==> config.mk <==
export PLATFORM = sky130hd
export DESIGN_NAME = mem_access_unit_flat
export DESIGN_NICKNAME = d
export VERILOG_FILES = /design/src/rtl/mem_pkg.sv /design/src/rtl/mem_access_unit_if.sv /design/src/rtl/load_aligner.sv /design/src/rtl/mem_access_unit.sv /design/src/flat_wrapper.sv
export SDC_FILE = /design/constraint.sdc
export NUM_CORES = 1
export LEC_CHECK = 0
export BUFFER_PORTS_ARGS = -buffer_cell sky130_fd_sc_hd__buf_2
export CORE_ASPECT_RATIO = 1.1
export CORE_UTILIZATION = 49
export DETAILED_ROUTE_END_ITERATION = 8
export HOLD_SLACK_MARGIN = 0.12
export PLACE_DENSITY = 0.89
export SLEW_MARGIN = 10
export SYNTH_ARGS = -nofsm -noshare
export SYNTH_HDL_FRONTEND = slang
export SYNTH_HIERARCHICAL = 1
export SYNTH_SLANG_ARGS = --single-unit
==> constraint.sdc <==
create_clock -name clk -period 2.3 [get_ports clk]
set_clock_uncertainty 0.05 [all_clocks]
set_input_delay 0.345 -clock clk [delete_from_list [all_inputs] [get_ports clk]]
set_output_delay 0.345 -clock clk [all_outputs]
set_load 0.02 [all_outputs]
==> src/rtl/mem_pkg.sv <==
// Shared types and constants for the data-memory access stage.
// Holds the funct3 width codes, op kinds, FSM states and legality check.
package mem_pkg;

    localparam logic [2:0] F3_BYTE   = 3'b000;
    localparam logic [2:0] F3_HALF   = 3'b001;
    localparam logic [2:0] F3_WORD   = 3'b010;
    localparam logic [2:0] F3_BYTE_U = 3'b100;
    localparam logic [2:0] F3_HALF_U = 3'b101;

    localparam int XLEN  = 32;
    localparam int LANES = 4;

    typedef enum logic {
        OP_LOAD  = 1'b0,
        OP_STORE = 1'b1
    } mem_op_e;

    typedef enum logic [1:0] {
        IDLE  = 2'd0,
        ISSUE = 2'd1,
        RESP  = 2'd2
    } mem_state_e;

    // Unsigned widths exist only for loads; alignment is natural.
    function automatic logic is_legal(
        input logic       is_store,
        input logic [2:0] funct3,
        input logic [1:0] lo
    );
        logic ok;
        case (funct3)
            F3_BYTE:   ok = 1'b1;
            F3_HALF:   ok = ~lo[0];
            F3_WORD:   ok = (lo == 2'b00);
            F3_BYTE_U: ok = ~is_store;
            F3_HALF_U: ok = ~is_store & ~lo[0];
            default:   ok = 1'b0;
        endcase
        return ok;
    endfunction

endpackage

==> src/rtl/mem_access_unit_if.sv <==
// Bundle of EX request, data-cache and write-back signals.
// The slave view belongs to the access unit, master to its environment.
interface mem_access_unit_if;

    logic        req_valid;
    logic        req_is_store;
    logic [2:0]  req_funct3;
    logic [31:0] req_addr;
    logic [31:0] req_wdata;
    logic [4:0]  req_rd;
    logic        req_ready;

    logic [31:0] dcache_addr;
    logic [31:0] dcache_din;
    logic [3:0]  dcache_we;
    logic        dcache_re;
    logic        dcache_stall;
    logic [31:0] dcache_dout;

    logic        wb_valid;
    logic [4:0]  wb_rd;
    logic [31:0] wb_data;
    logic        fault;

    modport slave (
        input  req_valid, req_is_store, req_funct3,
        input  req_addr, req_wdata, req_rd,
        output req_ready,
        output dcache_addr, dcache_din, dcache_we, dcache_re,
        input  dcache_stall, dcache_dout,
        output wb_valid, wb_rd, wb_data, fault
    );

    modport master (
        output req_valid, req_is_store, req_funct3,
        output req_addr, req_wdata, req_rd,
        input  req_ready,
        input  dcache_addr, dcache_din, dcache_we, dcache_re,
        output dcache_stall, dcache_dout,
        input  wb_valid, wb_rd, wb_data, fault
    );

endinterface

==> src/rtl/load_aligner.sv <==
// Picks the addressed byte/half of a cache word and extends it.
// Word accesses are always aligned, so the shift is zero for them.
module load_aligner
    import mem_pkg::*;
(
    input  logic [31:0] dout,
    input  logic [1:0]  lane,
    input  logic [2:0]  funct3,
    output logic [31:0] data
);

    logic [31:0] shifted;
    logic [7:0]  byte_v;
    logic [15:0] half_v;

    always_comb begin
        shifted = dout >> {lane, 3'b000};
        byte_v  = shifted[7:0];
        half_v  = shifted[15:0];
        case (funct3)
            F3_BYTE:   data = {{24{byte_v[7]}}, byte_v};
            F3_HALF:   data = {{16{half_v[15]}}, half_v};
            F3_WORD:   data = shifted;
            F3_BYTE_U: data = {24'h0, byte_v};
            F3_HALF_U: data = {16'h0, half_v};
            default:   data = '0;
        endcase
    end

endmodule

==> src/rtl/mem_access_unit.sv <==
// Data-memory access stage: one load/store per handshake from EX.
// Holds the cache request through stalls and registers load results.
module mem_access_unit
    import mem_pkg::*;
(
    input  logic             clk,
    input  logic             reset,
    mem_access_unit_if.slave bus
);

    mem_state_e  state_q, state_d;
    logic [31:0] addr_q, addr_d;
    logic [31:0] din_q, din_d;
    logic [3:0]  we_q, we_d;
    logic        re_q, re_d;
    logic [2:0]  f3_q, f3_d;
    logic [4:0]  rd_q, rd_d;
    logic        wb_valid_q, wb_valid_d;
    logic [4:0]  wb_rd_q, wb_rd_d;
    logic [31:0] wb_data_q, wb_data_d;
    logic        fault_q, fault_d;

    logic [3:0]  st_mask;
    logic [31:0] st_data;
    logic [31:0] load_val;
    logic        legal;

    load_aligner u_align (
        .dout   (bus.dcache_dout),
        .lane   (addr_q[1:0]),
        .funct3 (f3_q),
        .data   (load_val)
    );

    // Lane mask and replicated data for the incoming store.
    always_comb begin
        case (bus.req_funct3)
            F3_BYTE: begin
                st_mask = 4'b0001 << bus.req_addr[1:0];
                st_data = {4{bus.req_wdata[7:0]}};
            end
            F3_HALF: begin
                st_mask = bus.req_addr[1] ? 4'b1100 : 4'b0011;
                st_data = {2{bus.req_wdata[15:0]}};
            end
            default: begin
                st_mask = 4'b1111;
                st_data = bus.req_wdata;
            end
        endcase
        legal = is_legal(bus.req_is_store, bus.req_funct3,
                         bus.req_addr[1:0]);
    end

    always_comb begin
        state_d    = state_q;
        addr_d     = addr_q;
        din_d      = din_q;
        we_d       = we_q;
        re_d       = re_q;
        f3_d       = f3_q;
        rd_d       = rd_q;
        wb_valid_d = 1'b0;
        wb_rd_d    = wb_rd_q;
        wb_data_d  = wb_data_q;
        fault_d    = 1'b0;
        case (state_q)
            IDLE: begin
                if (bus.req_valid) begin
                    if (legal) begin
                        state_d = ISSUE;
                        addr_d  = bus.req_addr;
                        f3_d    = bus.req_funct3;
                        rd_d    = bus.req_rd;
                        if (bus.req_is_store == OP_STORE) begin
                            we_d  = st_mask;
                            din_d = st_data;
                            re_d  = 1'b0;
                        end else begin
                            we_d  = 4'b0000;
                            din_d = '0;
                            re_d  = 1'b1;
                        end
                    end else begin
                        fault_d = 1'b1;
                    end
                end
            end
            ISSUE: begin
                if (!bus.dcache_stall) begin
                    we_d  = 4'b0000;
                    din_d = '0;
                    re_d  = 1'b0;
                    if (re_q) begin
                        state_d = RESP;
                    end else begin
                        state_d = IDLE;
                        addr_d  = '0;
                    end
                end
            end
            RESP: begin
                if (!bus.dcache_stall) begin
                    state_d    = IDLE;
                    addr_d     = '0;
                    wb_valid_d = 1'b1;
                    wb_rd_d    = rd_q;
                    wb_data_d  = load_val;
                end
            end
            default: begin
                state_d = IDLE;
                addr_d  = '0;
                din_d   = '0;
                we_d    = 4'b0000;
                re_d    = 1'b0;
            end
        endcase
    end

    always_ff @(posedge clk) begin
        if (reset) begin
            state_q    <= IDLE;
            addr_q     <= '0;
            din_q      <= '0;
            we_q       <= '0;
            re_q       <= 1'b0;
            f3_q       <= '0;
            rd_q       <= '0;
            wb_valid_q <= 1'b0;
            wb_rd_q    <= '0;
            wb_data_q  <= '0;
            fault_q    <= 1'b0;
        end else begin
            state_q    <= state_d;
            addr_q     <= addr_d;
            din_q      <= din_d;
            we_q       <= we_d;
            re_q       <= re_d;
            f3_q       <= f3_d;
            rd_q       <= rd_d;
            wb_valid_q <= wb_valid_d;
            wb_rd_q    <= wb_rd_d;
            wb_data_q  <= wb_data_d;
            fault_q    <= fault_d;
        end
    end

    assign bus.req_ready   = (state_q == IDLE);
    assign bus.dcache_addr = addr_q;
    assign bus.dcache_din  = din_q;
    assign bus.dcache_we   = we_q;
    assign bus.dcache_re   = re_q;
    assign bus.wb_valid    = wb_valid_q;
    assign bus.wb_rd       = wb_rd_q;
    assign bus.wb_data     = wb_data_q;
    assign bus.fault       = fault_q;

endmodule

==> src/flat_wrapper.sv <==
// flat-port wrapper written by rule: the top's interface ports become plain ports
module mem_access_unit_flat import mem_pkg::*;
  (clk, reset, bus_req_valid, bus_req_is_store, bus_req_funct3, bus_req_addr, bus_req_wdata, bus_req_rd, bus_req_ready, bus_dcache_addr, bus_dcache_din, bus_dcache_we, bus_dcache_re, bus_dcache_stall, bus_dcache_dout, bus_wb_valid, bus_wb_rd, bus_wb_data, bus_fault);
  mem_access_unit_if bus_i ();
  input  logic clk;
  input  logic reset;
  input wire logic [$bits(bus_i.req_valid)-1:0] bus_req_valid;
  input wire logic [$bits(bus_i.req_is_store)-1:0] bus_req_is_store;
  input wire logic [$bits(bus_i.req_funct3)-1:0] bus_req_funct3;
  input wire logic [$bits(bus_i.req_addr)-1:0] bus_req_addr;
  input wire logic [$bits(bus_i.req_wdata)-1:0] bus_req_wdata;
  input wire logic [$bits(bus_i.req_rd)-1:0] bus_req_rd;
  output wire logic [$bits(bus_i.req_ready)-1:0] bus_req_ready;
  output wire logic [$bits(bus_i.dcache_addr)-1:0] bus_dcache_addr;
  output wire logic [$bits(bus_i.dcache_din)-1:0] bus_dcache_din;
  output wire logic [$bits(bus_i.dcache_we)-1:0] bus_dcache_we;
  output wire logic [$bits(bus_i.dcache_re)-1:0] bus_dcache_re;
  input wire logic [$bits(bus_i.dcache_stall)-1:0] bus_dcache_stall;
  input wire logic [$bits(bus_i.dcache_dout)-1:0] bus_dcache_dout;
  output wire logic [$bits(bus_i.wb_valid)-1:0] bus_wb_valid;
  output wire logic [$bits(bus_i.wb_rd)-1:0] bus_wb_rd;
  output wire logic [$bits(bus_i.wb_data)-1:0] bus_wb_data;
  output wire logic [$bits(bus_i.fault)-1:0] bus_fault;
  assign bus_i.req_valid = bus_req_valid;
  assign bus_i.req_is_store = bus_req_is_store;
  assign bus_i.req_funct3 = bus_req_funct3;
  assign bus_i.req_addr = bus_req_addr;
  assign bus_i.req_wdata = bus_req_wdata;
  assign bus_i.req_rd = bus_req_rd;
  assign bus_req_ready = bus_i.req_ready;
  assign bus_dcache_addr = bus_i.dcache_addr;
  assign bus_dcache_din = bus_i.dcache_din;
  assign bus_dcache_we = bus_i.dcache_we;
  assign bus_dcache_re = bus_i.dcache_re;
  assign bus_i.dcache_stall = bus_dcache_stall;
  assign bus_i.dcache_dout = bus_dcache_dout;
  assign bus_wb_valid = bus_i.wb_valid;
  assign bus_wb_rd = bus_i.wb_rd;
  assign bus_wb_data = bus_i.wb_data;
  assign bus_fault = bus_i.fault;
  mem_access_unit u_core (.clk(clk), .reset(reset), .bus(bus_i));
endmodule
==> results by group <==
STA
  – Setup tns final: 0 ns
  – Max-slew headroom: 0.571
  – Slew Limit Fails: 0
  – RSZ-0062 raised after global routing: false
  – Final Hold Viols: 0
  – Worst slew pin tran: roughly 0.64 ns
  – Final setup vio count: 0
  – Max frequency: 500 MHz
  – Tcrit/Tclk final: 0.870
  – Setup WS post-layout: 0.298 ns
  – Crit path time final: ~2 ns
  – Hold Slack: 0.137 ns

Worst setup path
  – Crit path cell chain: nor2_1, buf_2
  – Cell depth of the worst setup path: 2
  – Worst-path cell with the longest stage delay: nor2_1
  – Critical path start-end classification: register to primary output
  – CP startpoint kind: register
  – Crit path max fanout: 11
  – Worst EP required: between 1.5 and 2 ns
  – Reg2reg path depth: 4
  – Worst path bufs/invs: 1
  – Family with the most delay on the worst path: simple AND/OR/NAND/NOR gates
  – CP peak stage delay: about 0.52 ns
  – WP data arrival: 1.61 ns
  – CP Capture Type: primary output

Drt
  – Post-route ant nets: 0
  – 1st-pass router iterations: 6
  – Vias/cell: between 5 and 6
  – Via count: about 5,600
  – Drt drc: 0
  – Routed WL: around 17,000 um
  – Routed len/inst: between 15 and 20 um
  – DRT iter0 DRCs: 370

Finish
  – Number of inserted diodes: 0
  – Final instance area: approximately 0.0076 sq mm
  – Layout Nets: 978
  – P&R area growth vs syn: 36.8%
  – Ratio of cells with drive above 1 in the final layout: 0.351

Global route
  – Total GRT Usage: 0.280
  – First-pass GRT wire length: 26,100 um
  – Largest net degree at the start of global routing: 50
  – Vias in the first global route: 5,201
  – Gr ovfl total: 0
  – Initial antenna violation count: 0

Logic synthesis
  – EDFF count, synth: 0
  – Synthesis Warnings: 6
  – Cell variety after synth: 53
  – Post-synthesis sequential element count: ~120
  – Syn Area/Cell: about 8.7 sq um
  – Fraction of the mapped netlist area in adder cells: 0
  – Synth Cell Area: around 0.0056 sq mm
  – Most common cell in the netlist: nand2_1
  – Post-Synth Simple-Gate Area: 0.186
  – Async S/R FF share, synth: 0
  – Net Count, Synth: between 700 and 800
  – Largest family of logic cells by synthesized area: compound AO/OA/AOI/OAI gates
  – Cells after Synth: 638
  – Cell taking the most area after synthesis: dfxtp_1
  – Synth area leaders: dfxtp_1, nand2_1, mux2i_1
  – Main flop type after synthesis: dfxtp_1
  – Area share of the largest cell type after synthesis: 0.425
  – Compound-Gate Fraction of Synth Area: 0.208
  – Sequential area share after synthesis: 0.425
  – Synth top cells by count: nand2_1, dfxtp_1, a21oi_1
  – Multiplexer share of the synthesized area: 0.134
  – Xor-xnor portion of the synthesized cell area: 0

Hold path
  – HP Class: primary input to register
  – Hold depth: 3

CTS
  – Sink Count: 118
  – Clock latency on the worst-skew pair: roughly 0.4 ns
  – CTS clk-pin slew, worst paths: 0.06 ns
  – Clock Tree Buf Depth: 2
  – Cts bufs inserted: 17
  – CTS tree: yes
  – Root buffer cell: clkbuf_16
  – H-Tree Depth: 4

Placement
  – Post-detail-place hpwl: about 11,000 um
  – Dpl cell area: 0.00675 sq mm
  – RD Place Congestion: approximately 0.91
  – Port-buffer cells: ~220
  – Place WS: roughly 0.23 ns

Flow run
  – Max-cap check violation count: 0

Floorplan
  – Initial Utilization: 0.507
  – # IOs: 218
  – Num rows: 40
  – CORE AREA: between 0.01 and 0.015 sq mm
  – Die area: between 0.01 and 0.015 sq mm
  – Die Width: approximately 100 um
  – Die height: 114 um

Pwr
  – Max VDD drop: around 0.6 mV
  – Pwr Total: about 5.9 mW
  – Total leakage power: approximately 3.5 nW
  – Power Density: ~770 mW/mm^2

Outcome
  – Outcome: finished clean
[power breakdown]
group | internal [mW] | switching, mW | total [mW]
combinational | 0.387 | 0.551 | 0.937
sequential | 2.14 | 0.0599 | 2.20
clock | 1.73 | 1.02 | 2.75
total | 4.25 | 1.63 | 5.88
[through the flow]
stage / util / cells
2_1_floorplan: - / 638
3_3_place_gp: 0.616 / 974
3_5_place_dp: 0.616 / 974
4_1_cts: 0.692 / 1028
5_1_grt: 0.693 / 1029
6_report: 0.693 / 1029
[area by class of cell]
class / instances / area [sq um]
well taps: 147 / 184
clock buffers: 17 / 425
fillers: 889 / 3360
flip-flops and latches: 118 / 2360
multi-input cells: 469 / 2950
repair buffers: 262 / 1480
clock inverters: 15 / 195
inverters: 1 / 3.75
[layer usage]
metal | part of all wire | track usage
met3 | 0.073 | 0.0737
met2 | 0.51 | 0.509
met5 | 0 | 0
met4 | 0.025 | 0.111
met1 | 0.39 | 0.313
[worst reg2reg max path: stages, from the launching register on]
cell and delay [ns]:
dfxtp_1 0.41, or4b_2 0.86, a21oi_1 0.28, o21ai_0 0.13
mux2i_1 0.13
[path summary, 6_finish.rpt]
check                         startpoint                   endpoint  slack (ns)
setup / recovery       u_core/state_q[1]              bus_req_ready        0.30
hold / removal             bus_req_rd[3]             u_core/rd_q[3]        0.14
setup reg to reg       u_core/state_q[1]  u_core/bus.dcache_din[15]        0.37
hold reg to reg   u_core/bus.wb_data[20]     u_core/bus.wb_data[20]        0.40
[state kept, by name, summed over array words and instances, names as in the netlist]
signal                  count
u_core/bus.dcache_addr     32
u_core/bus.dcache_din      32
u_core/bus.wb_data         32
u_core/bus.wb_rd            5
u_core/rd_q                 5
u_core/bus.dcache_we        4
u_core/f3_q                 3
u_core/state_q              2
u_core/bus.dcache_re        1
u_core/bus.fault            1
u_core/bus.wb_valid         1
[repair_timing]
action                                 in CTS  in global routing
hold buffers                               22                  1
gates resized for setup                     0                  0
endpoints found under the hold margin      22                  1
setup buffers                               0                  0
[kinds of logic (layout without fill, tap and decap cells)]
family | Yosys count | in the layout
AND/OR/NAND/NOR | 229 | 229
AO/OA/AOI/OAI | 169 | 169
buffers and inverters | 51 | 295
flip-flops | 118 | 118
multiplexers | 71 | 71
[layout by cell type, fill, tap and decap left out, types with 6 or more instances in the layout]
master,synthesis,layout
a211oi_1,14,14
a21o_1,8,8
a21oi_1,66,66
a22o_1,23,23
buf_2,8,217
buf_4,4,22
clkbuf_16,0,17
dfxtp_1,118,118
dlygate4sd3_1,0,23
mux2_2,15,15
mux2i_1,53,53
nand2_1,165,165
nand3_1,9,9
nor2_1,7,7
nor2b_1,20,20
o211ai_1,16,16
o21ai_0,10,10
o21ai_1,10,9
o2bb2ai_1,6,6
Power figures use the tool's default switching activity.
